===== src/rtl/tap_pkg.sv =====
// Shared definitions for the scan-chain host.
// Contents:
//   WIDTH              bits per serial frame (start, 8 data bits LSB first, stop)
//   START / STOP       framing bit values
//   IDLE_TDI/IDLE_TMS  line levels driven while the chain is idle
//   state_t            host sequencer states
//   make_frame()       builds a serial frame from a byte (bit 0 goes out first)
package tap_pkg;

    localparam int   WIDTH    = 10;
    localparam logic START    = 1'b0;
    localparam logic STOP     = 1'b1;
    localparam logic IDLE_TDI = 1'b1;
    localparam logic IDLE_TMS = 1'b0;

    typedef enum logic [2:0] {
        ST_IDLE,
        ST_PRE,
        ST_ADDR,
        ST_GAP,
        ST_DATA,
        ST_RECV,
        ST_TRAIL
    } state_t;

    function automatic logic [WIDTH-1:0] make_frame(input logic [7:0] b);
        return {STOP, b, START};
    endfunction

endpackage


===== src/rtl/tck_gen.sv =====
// TCK divider for the scan-chain host.
// Ports:
//   clk   system clock
//   srst  synchronous active-high reset
//   en    run the divider; while low the counter and tck are held at 0
//   tck   registered test clock, starts low whenever en rises
//   rise  strobe: tck goes 0->1 at the end of this clk cycle
//   fall  strobe: tck goes 1->0 at the end of this clk cycle
module tck_gen #(
    parameter int DIV = 4
) (
    input  logic clk,
    input  logic srst,
    input  logic en,
    output logic tck,
    output logic rise,
    output logic fall
);

    localparam int CW = $clog2(DIV);

    logic [CW-1:0] cnt_reg;
    logic          tck_reg;
    logic          wrap;

    // The strobes are decoded from registered state so the host can act on
    // the same edge that moves tck.
    assign wrap = en && (cnt_reg == CW'(DIV - 1));
    assign rise = wrap && !tck_reg;
    assign fall = wrap && tck_reg;
    assign tck  = tck_reg;

    always_ff @(posedge clk) begin
        if (srst || !en) begin
            cnt_reg <= '0;
            tck_reg <= 1'b0;
        end else if (wrap) begin
            cnt_reg <= '0;
            tck_reg <= ~tck_reg;
        end else begin
            cnt_reg <= cnt_reg + 1'b1;
        end
    end

endmodule


===== src/rtl/tap_host.sv =====
// Scan-chain host: sends an address frame and a data frame to a tap target,
// then collects the target's response frame.
// Ports:
//   i_clk, i_rst            system clock, synchronous active-high reset
//   i_start                 request a transaction (honoured only in IDLE)
//   i_address, i_data       target address and outbound byte, captured at start
//   i_tdo                   chain return line, sampled on TCK rise strobes
//   o_tck, o_tms, o_tdi     chain drive lines (tms/tdi move on fall strobes)
//   o_busy                  high from accepted start until back in IDLE
//   o_rx_data               response byte, held until the next accepted start
//   o_rx_valid, o_rx_err    response status pulses (at most one per transaction)
//   o_done                  end-of-transaction pulse
module tap_host
    import tap_pkg::*;
#(
    parameter int DIV      = 4,
    parameter int PREAMBLE = 10,
    parameter int TIMEOUT  = 16
) (
    input  logic       i_clk,
    input  logic       i_rst,
    input  logic       i_start,
    input  logic [7:0] i_address,
    input  logic [7:0] i_data,
    input  logic       i_tdo,
    output logic       o_tck,
    output logic       o_tms,
    output logic       o_tdi,
    output logic       o_busy,
    output logic [7:0] o_rx_data,
    output logic       o_rx_valid,
    output logic       o_rx_err,
    output logic       o_done
);

    state_t             state_reg;
    logic [15:0]        cnt_reg;
    logic [15:0]        wait_cnt_reg;
    logic [WIDTH-1:0]   tx_shift_reg;
    logic [WIDTH-1:0]   data_frame_reg;
    logic               lead_reg;
    logic [7:0]         rx_shift_reg;
    logic [3:0]         rx_cnt_reg;
    logic               rx_started_reg;
    logic               busy_reg;
    logic               tms_reg;
    logic               tdi_reg;
    logic [7:0]         rx_data_reg;
    logic               rx_valid_reg;
    logic               rx_err_reg;
    logic               done_reg;
    logic               rise;
    logic               fall;

    tck_gen #(.DIV(DIV)) u_tck_gen (
        .clk  (i_clk),
        .srst (i_rst),
        .en   (busy_reg),
        .tck  (o_tck),
        .rise (rise),
        .fall (fall)
    );

    always_ff @(posedge i_clk) begin
        if (i_rst) begin
            state_reg      <= ST_IDLE;
            cnt_reg        <= '0;
            wait_cnt_reg   <= '0;
            tx_shift_reg   <= '0;
            data_frame_reg <= '0;
            lead_reg       <= 1'b0;
            rx_shift_reg   <= '0;
            rx_cnt_reg     <= '0;
            rx_started_reg <= 1'b0;
            busy_reg       <= 1'b0;
            tms_reg        <= IDLE_TMS;
            tdi_reg        <= IDLE_TDI;
            rx_data_reg    <= '0;
            rx_valid_reg   <= 1'b0;
            rx_err_reg     <= 1'b0;
            done_reg       <= 1'b0;
        end else begin
            rx_valid_reg <= 1'b0;
            rx_err_reg   <= 1'b0;
            done_reg     <= 1'b0;
            case (state_reg)
                ST_IDLE: begin
                    // A start seen while o_done is up is dropped so the
                    // caller always sees one quiet cycle between transactions.
                    if (i_start && !done_reg) begin
                        tx_shift_reg   <= make_frame(i_address);
                        data_frame_reg <= make_frame(i_data);
                        rx_data_reg    <= '0;
                        busy_reg       <= 1'b1;
                        cnt_reg        <= '0;
                        state_reg      <= ST_PRE;
                    end
                end
                ST_PRE: begin
                    if (fall) begin
                        if (cnt_reg == 16'(PREAMBLE - 1)) begin
                            tdi_reg      <= tx_shift_reg[0];
                            tx_shift_reg <= {1'b1, tx_shift_reg[WIDTH-1:1]};
                            cnt_reg      <= '0;
                            state_reg    <= ST_ADDR;
                        end else begin
                            cnt_reg <= cnt_reg + 16'd1;
                        end
                    end
                end
                ST_ADDR: begin
                    if (fall) begin
                        if (cnt_reg == 16'(WIDTH - 1)) begin
                            tdi_reg   <= IDLE_TDI;
                            state_reg <= ST_GAP;
                        end else begin
                            tdi_reg      <= tx_shift_reg[0];
                            tx_shift_reg <= {1'b1, tx_shift_reg[WIDTH-1:1]};
                            cnt_reg      <= cnt_reg + 16'd1;
                        end
                    end
                end
                ST_GAP: begin
                    if (fall) begin
                        tx_shift_reg <= data_frame_reg;
                        lead_reg     <= 1'b1;
                        state_reg    <= ST_DATA;
                    end
                end
                ST_DATA: begin
                    // DATA opens with one lead period (tms still low); its
                    // closing fall is the first fall of DATA, which raises
                    // tms together with the data start bit.
                    if (fall) begin
                        if (lead_reg) begin
                            lead_reg     <= 1'b0;
                            tms_reg      <= 1'b1;
                            tdi_reg      <= tx_shift_reg[0];
                            tx_shift_reg <= {1'b1, tx_shift_reg[WIDTH-1:1]};
                            cnt_reg      <= '0;
                        end else if (cnt_reg == 16'(WIDTH - 1)) begin
                            tdi_reg        <= IDLE_TDI;
                            rx_started_reg <= 1'b0;
                            rx_cnt_reg     <= '0;
                            wait_cnt_reg   <= '0;
                            state_reg      <= ST_RECV;
                        end else begin
                            tdi_reg      <= tx_shift_reg[0];
                            tx_shift_reg <= {1'b1, tx_shift_reg[WIDTH-1:1]};
                            cnt_reg      <= cnt_reg + 16'd1;
                        end
                    end
                end
                ST_RECV: begin
                    if (rise) begin
                        if (!rx_started_reg) begin
                            if (i_tdo == START) begin
                                rx_started_reg <= 1'b1;
                            end else if (wait_cnt_reg == 16'(TIMEOUT - 1)) begin
                                rx_err_reg  <= 1'b1;
                                rx_data_reg <= '0;
                                cnt_reg     <= '0;
                                state_reg   <= ST_TRAIL;
                            end else begin
                                wait_cnt_reg <= wait_cnt_reg + 16'd1;
                            end
                        end else if (rx_cnt_reg == 4'd8) begin
                            rx_data_reg <= rx_shift_reg;
                            if (i_tdo == STOP) begin
                                rx_valid_reg <= 1'b1;
                            end else begin
                                rx_err_reg <= 1'b1;
                            end
                            cnt_reg   <= '0;
                            state_reg <= ST_TRAIL;
                        end else begin
                            rx_shift_reg <= {i_tdo, rx_shift_reg[7:1]};
                            rx_cnt_reg   <= rx_cnt_reg + 4'd1;
                        end
                    end
                end
                ST_TRAIL: begin
                    // Entered on a rise: the first fall closes the last RECV
                    // period, the second closes the full trailing period.
                    if (fall) begin
                        if (cnt_reg == 16'd1) begin
                            tms_reg   <= IDLE_TMS;
                            tdi_reg   <= IDLE_TDI;
                            busy_reg  <= 1'b0;
                            done_reg  <= 1'b1;
                            state_reg <= ST_IDLE;
                        end else begin
                            cnt_reg <= cnt_reg + 16'd1;
                        end
                    end
                end
                default: begin
                    state_reg <= ST_IDLE;
                end
            endcase
        end
    end

    assign o_tms      = tms_reg;
    assign o_tdi      = tdi_reg;
    assign o_busy     = busy_reg;
    assign o_rx_data  = rx_data_reg;
    assign o_rx_valid = rx_valid_reg;
    assign o_rx_err   = rx_err_reg;
    assign o_done     = done_reg;

endmodule


===== config.mk =====
export PLATFORM = sky130hd
export DESIGN_NAME = tap_host
export DESIGN_NICKNAME = d
export VERILOG_FILES = /design/src/rtl/tap_pkg.sv /design/src/rtl/tck_gen.sv /design/src/rtl/tap_host.sv
export SDC_FILE = /design/constraint.sdc
export NUM_CORES = 1
export LEC_CHECK = 0
export ABC_CLOCK_PERIOD_IN_PS = 2400
export CAP_MARGIN = 20
export CORE_UTILIZATION = 53
export CTS_CLUSTER_DIAMETER = 40
export CTS_CLUSTER_SIZE = 20
export DETAILED_ROUTE_END_ITERATION = 8
export PLACE_DENSITY = 0.87
export SLEW_MARGIN = 20
export SYNTH_ARGS = -nofsm -noshare
export SYNTH_HDL_FRONTEND = slang
export SYNTH_HIERARCHICAL = 1
export SYNTH_SLANG_ARGS = --single-unit

===== constraint.sdc =====
create_clock -name i_clk -period 2.4 [get_ports i_clk]
set_input_delay 0.48 -clock i_clk [delete_from_list [all_inputs] [get_ports i_clk]]
set_output_delay 0.48 -clock i_clk [all_outputs]
set_load 0.02 [all_outputs]

# Yosys cells after proc, flatten, opt, wreduce, memory -nomap -nowiden
# Index checks and enable logic that the tools add are counted.
dict set report word_totals {
  register_bits 85
  wordCells 191
  inputBits 20
  output_inout_bits 15
}
dict set report op_classes {
  eq_ne 33
  addsub 4
  n_mux 95
  n_bitwise 7
  reduce_logical 34
}
# operator n
set op_table {}
lappend op_table {{two-way mux 16 bit} 21}
lappend op_table {{one-hot mux 16 bit (6 select lines)} 1}
lappend op_table {{two-way mux 10 bit} 8}
lappend op_table {{one-hot mux 10 bit (5 select lines)} 1}
lappend op_table {{two-way mux 3 bit} 16}
lappend op_table {{two-way mux 8 bit} 6}
lappend op_table {{!= test 2 bit (second input constant)} 19}
lappend op_table {{adder 16 x 1 -> 16 bit (second input constant)} 2}
lappend op_table {{== test 16 x 4 -> 1 bit (second input constant)} 2}
lappend op_table {{one-hot mux 16 bit (2 select lines)} 1}
lappend op_table {{two-way mux 1 bit} 27}
lappend op_table {{two-way mux 4 bit} 6}
lappend op_table {{one-hot mux 3 bit (7 select lines)} 1}
lappend op_table {{AND reduction 7 bit} 3}
lappend op_table {{== test 16 x 1 -> 1 bit (second input constant)} 1}
lappend op_table {{one-hot mux 8 bit (2 select lines)} 1}
lappend op_table {{AND reduction 15 bit} 1}
lappend op_table {{AND reduction 11 bit} 1}
lappend op_table {{AND reduction 5 bit} 2}
lappend op_table {{nonzero test 2 bit} 5}
lappend op_table {{== test 3 bit (second input constant)} 3}
lappend op_table {{!= test 3 bit (second input constant)} 3}
lappend op_table {{one-hot mux 1 bit (2 select lines)} 4}
lappend op_table {{one-hot mux 4 bit (2 select lines)} 1}
lappend op_table {{23 further kinds} 37}

# Depth between registers and ports, before layout
# Gate-level depths: netlist (run 1).
dict set report logic_depth {
  depth_word 6
  mapped_depth 10
  ltp_nobuf 9
}

# Hierarchy
# The synthesis (run 1) kept the hierarchy.
# module instances seq_area_each_um2 area_each_um2 cells_per_inst
set modules_own_cells {}
lappend modules_own_cells {tap_host 1 1641.6 4350.4 569}
lappend modules_own_cells {tck_gen 1 60.1 117.6 12}

# Worst setup path after synthesis (run 1)
# Ideal clock, no wire load.
dict set report synth_timing {
  kind {reg2reg}
  start {reg u_tck_gen.cnt_reg[0]}
  end {reg, netlist name cnt_reg[3]}
  n_path_buf 2
  path_slack_ns -0.080
  stages_incl_launch_ff 11
  required_ns 2.330
  period_less_slack_ns 2.480
  arrival_ns 2.410
  setup_time_ns 0.070
  path_cell_list {dfxtp_1 > ha_1 > and3_1 > clkbuf_1 > nand2b_1 > a22oi_1 > o21ai_0 > a221o_1 > buf_2 > or4_1 > a21oi_1}
}
# item line
set synth_rtl {}
lappend synth_rtl {{start, declared} tck_gen.sv:22} ;# logic [CW-1:0] cnt_reg;
lappend synth_rtl {{start signal, assigned} tck_gen.sv:41} ;# cnt_reg <= cnt_reg + 1'b1;

==> flow_summary.json, run 1 <==
{
  "totalWireLength_mm": 11.7,
  "clk_pin_slew_ps": 90,
  "dr_total_vias": 4604,
  "synthAdderAreaFrac_pct": 1.96,
  "final_common_cell": "dfxtp_1",
  "gp_congestion": 0.908,
  "synth_top_family_by_area": "simple AND/OR/NAND/NOR gates",
  "final_area_sq_mm": 0.00558,
  "synth-compound-area-share_pct": 21.6,
  "syn_area_per_cell_sq_um": 7.69,
  "wl_per_cell_um": 15.4,
  "ant_nets": 0,
  "yosys.area_share.simple_pct": 29.3,
  "drt_first_pass_iters": 6,
  "power_frac_comb_pct": 38.5,
  "grt_max_degree": 61,
  "grt_pass1_wl_mm": 19.2,
  "finalCriticalPeriod_ps": 2500,
  "synthXorXnorAreaFrac_pct": 3.33,
  "final_max_slew_viol_count": 0,
  "fin_skew_ps": 12.5,
  "syn-num-nets": 608,
  "leakage_nw": 2.07,
  "nFillCells": 651,
  "io_pins": 35,
  "powerDensity_mw_per_mm2": 801,
  "fp.dieH_um": 93.8,
  "fin_util_pct": 68.3,
  "dieWidth_um": 93.8,
  "hold_violations": 0,
  "area_growth_pct": 24.9,
  "die-area_sq_mm": 0.00880,
  "cts-root-buf": "clkbuf_8",
  "muxShareOfSynthArea_pct": 0.672,
  "cts_made_buffers": 9,
  "synth_edf_count": 0,
  "synth_flop_cell": "dfxtp_1",
  "drive_gt1_share_pct": 15.5,
  "cp_num_buf_inv": 1,
  "clk_latency_ps": 360,
  "path_cells": "or4_4 -> nor4_4 -> o211ai_1 -> a221o_1 -> buf_6 -> or4_1 -> a21oi_1",
  "n_antenna_cell": 0,
  "cp.arrival_ps": 2790,
  "holdWs_ps": 431,
  "required_ps": 2690,
  "synth_area_sq_mm": 0.00447,
  "h-tree-depth": 3,
  "p_seq_share_pct": 36.5,
  "stdcell_count": 762,
  "clock_sinks": 85,
  "antenna_found_initial": 0,
  "dp_hpwl_mm": 8.01,
  "nets": 679,
  "max_freq_mhz": 399,
  "port_buffers": 34,
  "crit_family": "simple AND/OR/NAND/NOR gates",
  "p_sw_mw": 1.60,
  "initial_core_util_pct": 54.7,
  "rsz0062_at_grt": "yes",
  "fin_ws_ps": -105,
  "setup.worst_path.end_class": "flop",
  "violations": "setup timing",
  "ys_seq_area_share_pct": 38.1,
  "crit_slowest_cell": "or4_4",
  "core_sq_mm": 0.00818,
  "ys_ff_latch": 85,
  "drt_iter0_drc": 417,
  "synth_top_area_cell": "dfxtp_1",
  "max_slew_margin_pct": 53.9,
  "placedCellCount": 740,
  "synthCells": 581,
  "layout_common_cells": "dfxtp_1 (83), nand2_1 (61), buf_4 (59), a21oi_1 (55), nor2_1 (52)",
  "maxCapViolCount": 0,
  "ys_warn_count": 6,
  "viasPerCell": 6.04,
  "track_usage_pct": 27.2,
  "status": "finished with violations",
  "finalCritPeriodShare_pct": 104,
  "overflow": 0,
  "crit_type": "reg2reg",
  "synthArstFlopShare_pct": 0,
  "cts_tree": "done",
  "clkPwrFrac_pct": 25.0,
  "worstPathMaxFanout": 10,
  "place_area_sq_mm": 0.00524,
  "first_global_vias": 4175,
  "cts_buffer_depth": 2,
  "switching_share_pct": 35.7,
  "synth_top_area_share_pct": 38.1,
  "critPathMaxStageDelay_ps": 560,
  "synth.top_cells.by_area": "dfxtp_1 (38%), a21oi_1 (7.1%), nand2_1 (5.1%)",
  "intPower_mw": 2.87,
  "yosysUniqueCellTypes": 56,
  "drc": 0,
  "setup_viol": 11,
  "min-delay-path-class": "reg2reg",
  "worst_pin_slew_ps": 687,
  "peakVddDrop_mv": 0.545,
  "row_count": 33,
  "cp-start-kind": "flop"
}
==> per-layer routing <==
layer	track usage (%)	part of all wire, %	vias up
met1	34.3	42	2193
met4	5.77	1.4	0
met2	47.5	50	168
li1	-	-	2223
met3	5.83	6.3	20
met5	0	0	-
==> cells by family after synthesis <==
family	count (synthesis)
DFF	85
and+or+nand+nor	250
xor gates and xnor gates	17
muxes	3
buffers and inverters	59
AOI/OAI and AO/OA	160
adders and majority gates	7
==> synth_stat cells (3+ instances only) <==
cell type  instances
nor3_1             9
mux2i_1            3
xnor2_1            3
o21a_1             7
and3_1            14
o32ai_1            3
a22oi_1            8
nand3_1           25
o22ai_1            9
a31oi_1            4
or4b_1             4
or4_1              8
nand2_1           61
nor2_1            52
a22o_1             8
nand3b_1           3
and2_1             5
nor4_1             4
a21oi_1           63
clkbuf_1          33
ha_1               7
o21ai_0           37
nand2b_1          18
nor3b_1            3
nor2b_1           11
nand4_1           17
xor2_1            14
o21ai_1            3
dfxtp_1           85
inv_1             23
and4_1             3
==> stage by stage <==
| step | setup TNS [ps] | setup slack, ps | total power, mW |
|---|---|---|---|
| after floorplan | -105 | -17.1 | 2.68 |
| after CTS | -1160 | -116 | 4.31 |
| after global routing | -1950 | -201 | 4.72 |
| after global placement | -2440 | -218 | 3.12 |
| after detailed placement | -3340 | -292 | 3.19 |
| final | -973 | -105 | 4.47 |
==> area by class of cell <==
type,instances,area [sq um],share of cell area [%]
clock buffers,9,124,2.22
clock inverters,7,100,1.79
inverters,23,86.3,1.55
multi-input cells,437,2620,46.9
flip-flops and latches,85,1700,30.5
well taps,105,131,2.35
repair buffers,96,821,14.7
==> final timing paths <==
check | start | slack [ps] | to | cells after the start
worst max-delay path | wait_cnt_reg[13]$_SDFFE_PP0P_ | -100 | cnt_reg[5]$_SDFFE_PP0P_ | 7
worst min-delay path | u_tck_gen/cnt_reg[0]$_SDFF_PP0_ | 430 | u_tck_gen/cnt_reg[0]$_SDFF_PP0_ | 1
worst max register to register | wait_cnt_reg[13]$_SDFFE_PP0P_ | -100 | cnt_reg[5]$_SDFFE_PP0P_ | 7
worst min register to register | u_tck_gen/cnt_reg[0]$_SDFF_PP0_ | 430 | u_tck_gen/cnt_reg[0]$_SDFF_PP0_ | 1
==> what timing repair did <==
action	CTS	global route
resized for setup	4	17
pin swaps	4	6
setup endpoints to repair	11	24
hold buffers	0	0
cloned	0	1
buffers inserted	1	4
==> power by group through the flow <==
stage	Clock (mW)	Sequential (mW)	Combinational, mW
2_1_floorplan	0	1.63	1.05
3_3_place_gp	0	1.65	1.47
3_5_place_dp	0	1.66	1.53
4_1_cts	1.13	1.63	1.55
5_1_grt	1.20	1.64	1.87
6_report	1.12	1.63	1.72
(Power assumes the default switching activity.)
==> run 2: changes to the inputs <==
--- a/config.mk
+++ b/config.mk
@@ -12,6 +12,7 @@
 export CTS_CLUSTER_SIZE = 20
 export DETAILED_ROUTE_END_ITERATION = 8
 export PLACE_DENSITY = 0.87
+export SETUP_SLACK_MARGIN = 0.15
 export SLEW_MARGIN = 20
 export SYNTH_ARGS = -nofsm -noshare
 export SYNTH_HDL_FRONTEND = slang
==> flow_summary.json, run 2 (synthesis gave the netlist of run 1 again) <==
{
  "status": "finished with violations",
  "violations": "setup timing",
  "layout_common_cells": "dfxtp_1 (84), nand2_1 (61), buf_4 (59), a21oi_1 (56), nor2_1 (52)",
  "n_antenna_cell": 0,
  "cp-start-kind": "flop",
  "clk_pin_slew_ps": 90,
  "overflow": 0,
  "placedCellCount": 743,
  "initial_core_util_pct": 54.7,
  "core_sq_mm": 0.00818,
  "area_growth_pct": 24.6,
  "fin_util_pct": 68.1,
  "cts_hold_buf": 0,
  "cts-root-buf": "clkbuf_8",
  "hold_violations": 0,
  "dr_total_vias": 4559,
  "ant_nets": 0,
  "path_cells": "or4_4 -> nor4_4 -> o211ai_1 -> a221o_1 -> buf_4 -> buf_6 -> or4_1 -> a21oi_1",
  "max_freq_mhz": 391,
  "dieWidth_um": 93.8,
  "finalPower_mw": 4.35,
  "final_max_slew_viol_count": 0,
  "row_count": 33,
  "h-tree-depth": 3,
  "leakage_nw": 2.07,
  "finalCriticalPeriod_ps": 2560,
  "setup_viol": 14,
  "io_pins": 35,
  "grt_pass1_wl_mm": 18.6,
  "finalCritPeriodShare_pct": 107,
  "drc": 0,
  "fp.dieH_um": 93.8,
  "setup.worst_path.end_class": "flop",
  "fin_skew_ps": 11.6,
  "die-area_sq_mm": 0.00880,
  "critPathMaxStageDelay_ps": 560,
  "totalWireLength_mm": 11.6,
  "antenna_found_initial": 0,
  "clock_sinks": 85,
  "cp_num_buf_inv": 2,
  "cts_made_buffers": 9,
  "reg2reg_slack_ps": -160,
  "regArea_sq_mm": 0.00170,
  "gp_congestion": 0.888,
  "min-delay-path-class": "in2reg",
  "final_common_cell": "dfxtp_1",
  "track_usage_pct": 26.7,
  "dp_slack_ps": -248,
  "required_ps": 2710,
  "nFillCells": 651,
  "powerDensity_mw_per_mm2": 780,
  "rsz0062_at_grt": "yes",
  "fin_ws_ps": -159,
  "viasPerCell": 5.98,
  "multiInputGateArea_sq_mm": 0.00263,
  "nets": 679,
  "drt_iter0_drc": 403,
  "maxCapViolCount": 0,
  "finalSetupTns_ps": -1330,
  "peakVddDrop_mv": 0.513,
  "crit_slowest_cell": "or4_4",
  "wl_per_cell_um": 15.3,
  "cts_buffer_depth": 2,
  "crit_family": "simple AND/OR/NAND/NOR gates",
  "drive_gt1_share_pct": 15.8,
  "cp.arrival_ps": 2870,
  "drt_first_pass_iters": 5,
  "port_buffers": 34,
  "grt_max_degree": 57,
  "cts_tree": "done",
  "worst_pin_slew_ps": 750,
  "clk_latency_ps": 370,
  "crit_type": "reg2reg",
  "dp_hpwl_mm": 8.12,
  "stdcell_count": 762,
  "worstPathMaxFanout": 7,
  "max_slew_margin_pct": 49.6,
  "first_global_vias": 4078
}
-- run 2: cell type report --
cell class                      count  share of cell area (%)
Clock buffer                        9                    2.22
Clock inverter                      7                    1.33
Inverter                           23                    1.55
Multi-Input combinational cell    437                    47.2
Sequential cell                    85                    30.6
Tap cell                          105                    2.36
Timing Repair Buffer               96                    14.7
-- run 2: what timing repair did --
action	CTS	global route
setup buffers	0	2
gates resized for setup	5	16
gates cloned	0	1
endpoints found under the hold margin	0	0
setup endpoints to repair	25	24
pin swaps	0	9
-- run 2: path summary, 6_finish.rpt --
kind / start / endpoint / depth (start not counted)
worst max-delay path: wait_cnt_reg[12]$_SDFFE_PP0P_ / cnt_reg[8]$_SDFFE_PP0P_ / 8
worst min-delay path: i_rst / cnt_reg[1]$_SDFFE_PP0P_ / 2
worst max register to register: wait_cnt_reg[12]$_SDFFE_PP0P_ / cnt_reg[8]$_SDFFE_PP0P_ / 8
worst min register to register: rx_shift_reg[0]$_SDFFE_PP0P_ / rx_shift_reg[0]$_SDFFE_PP0P_ / 2
-- run 2: power breakdown --
group / internal (mW) / switching [mW] / leakage [nW]
Sequential: 1.53 / 0.0872 / 0.690
Clock: 0.416 / 0.608 / 0.103
Combinational: 0.749 / 0.959 / 1.28
-- run 2: per-stage QoR --
step                      cell area (sq um)  hold WS [ps]
after global routing                   5570           447
final                                  5570           459
after detailed placement               5270           448
after global placement                 5270           414
after floorplan                        4490           408
after CTS                              5490           448
-- run 2: worst register-to-register path, delay by kind of cell (launching register included) --
family                 cells  cell delay, ps
AO/OA/AOI/OAI              3             640
buffers and inverters      2             270
flip-flops                 1             330
AND/OR/NAND/NOR            3            1270
-- run 2: layer usage --
layer	vias to the layer above	global-route usage, %	part of all wire [%]	wire length (um)
li1	2228	-	-	-
met1	2161	34.1	45	5180
met2	151	44.8	49	5680
met3	19	5.74	4.9	567
met4	0	8.08	1.7	202
met5	-	0	0	0
==> run 3: changes to the inputs <==
--- a/config.mk
+++ b/config.mk
@@ -6,7 +6,6 @@
 export NUM_CORES = 1
 export LEC_CHECK = 0
 export ABC_CLOCK_PERIOD_IN_PS = 2400
-export CAP_MARGIN = 20
 export CORE_UTILIZATION = 53
 export CTS_CLUSTER_DIAMETER = 40
 export CTS_CLUSTER_SIZE = 20
==> results of run 3 <==
The final DEF is identical to that of run 2; final timing and power are the same.
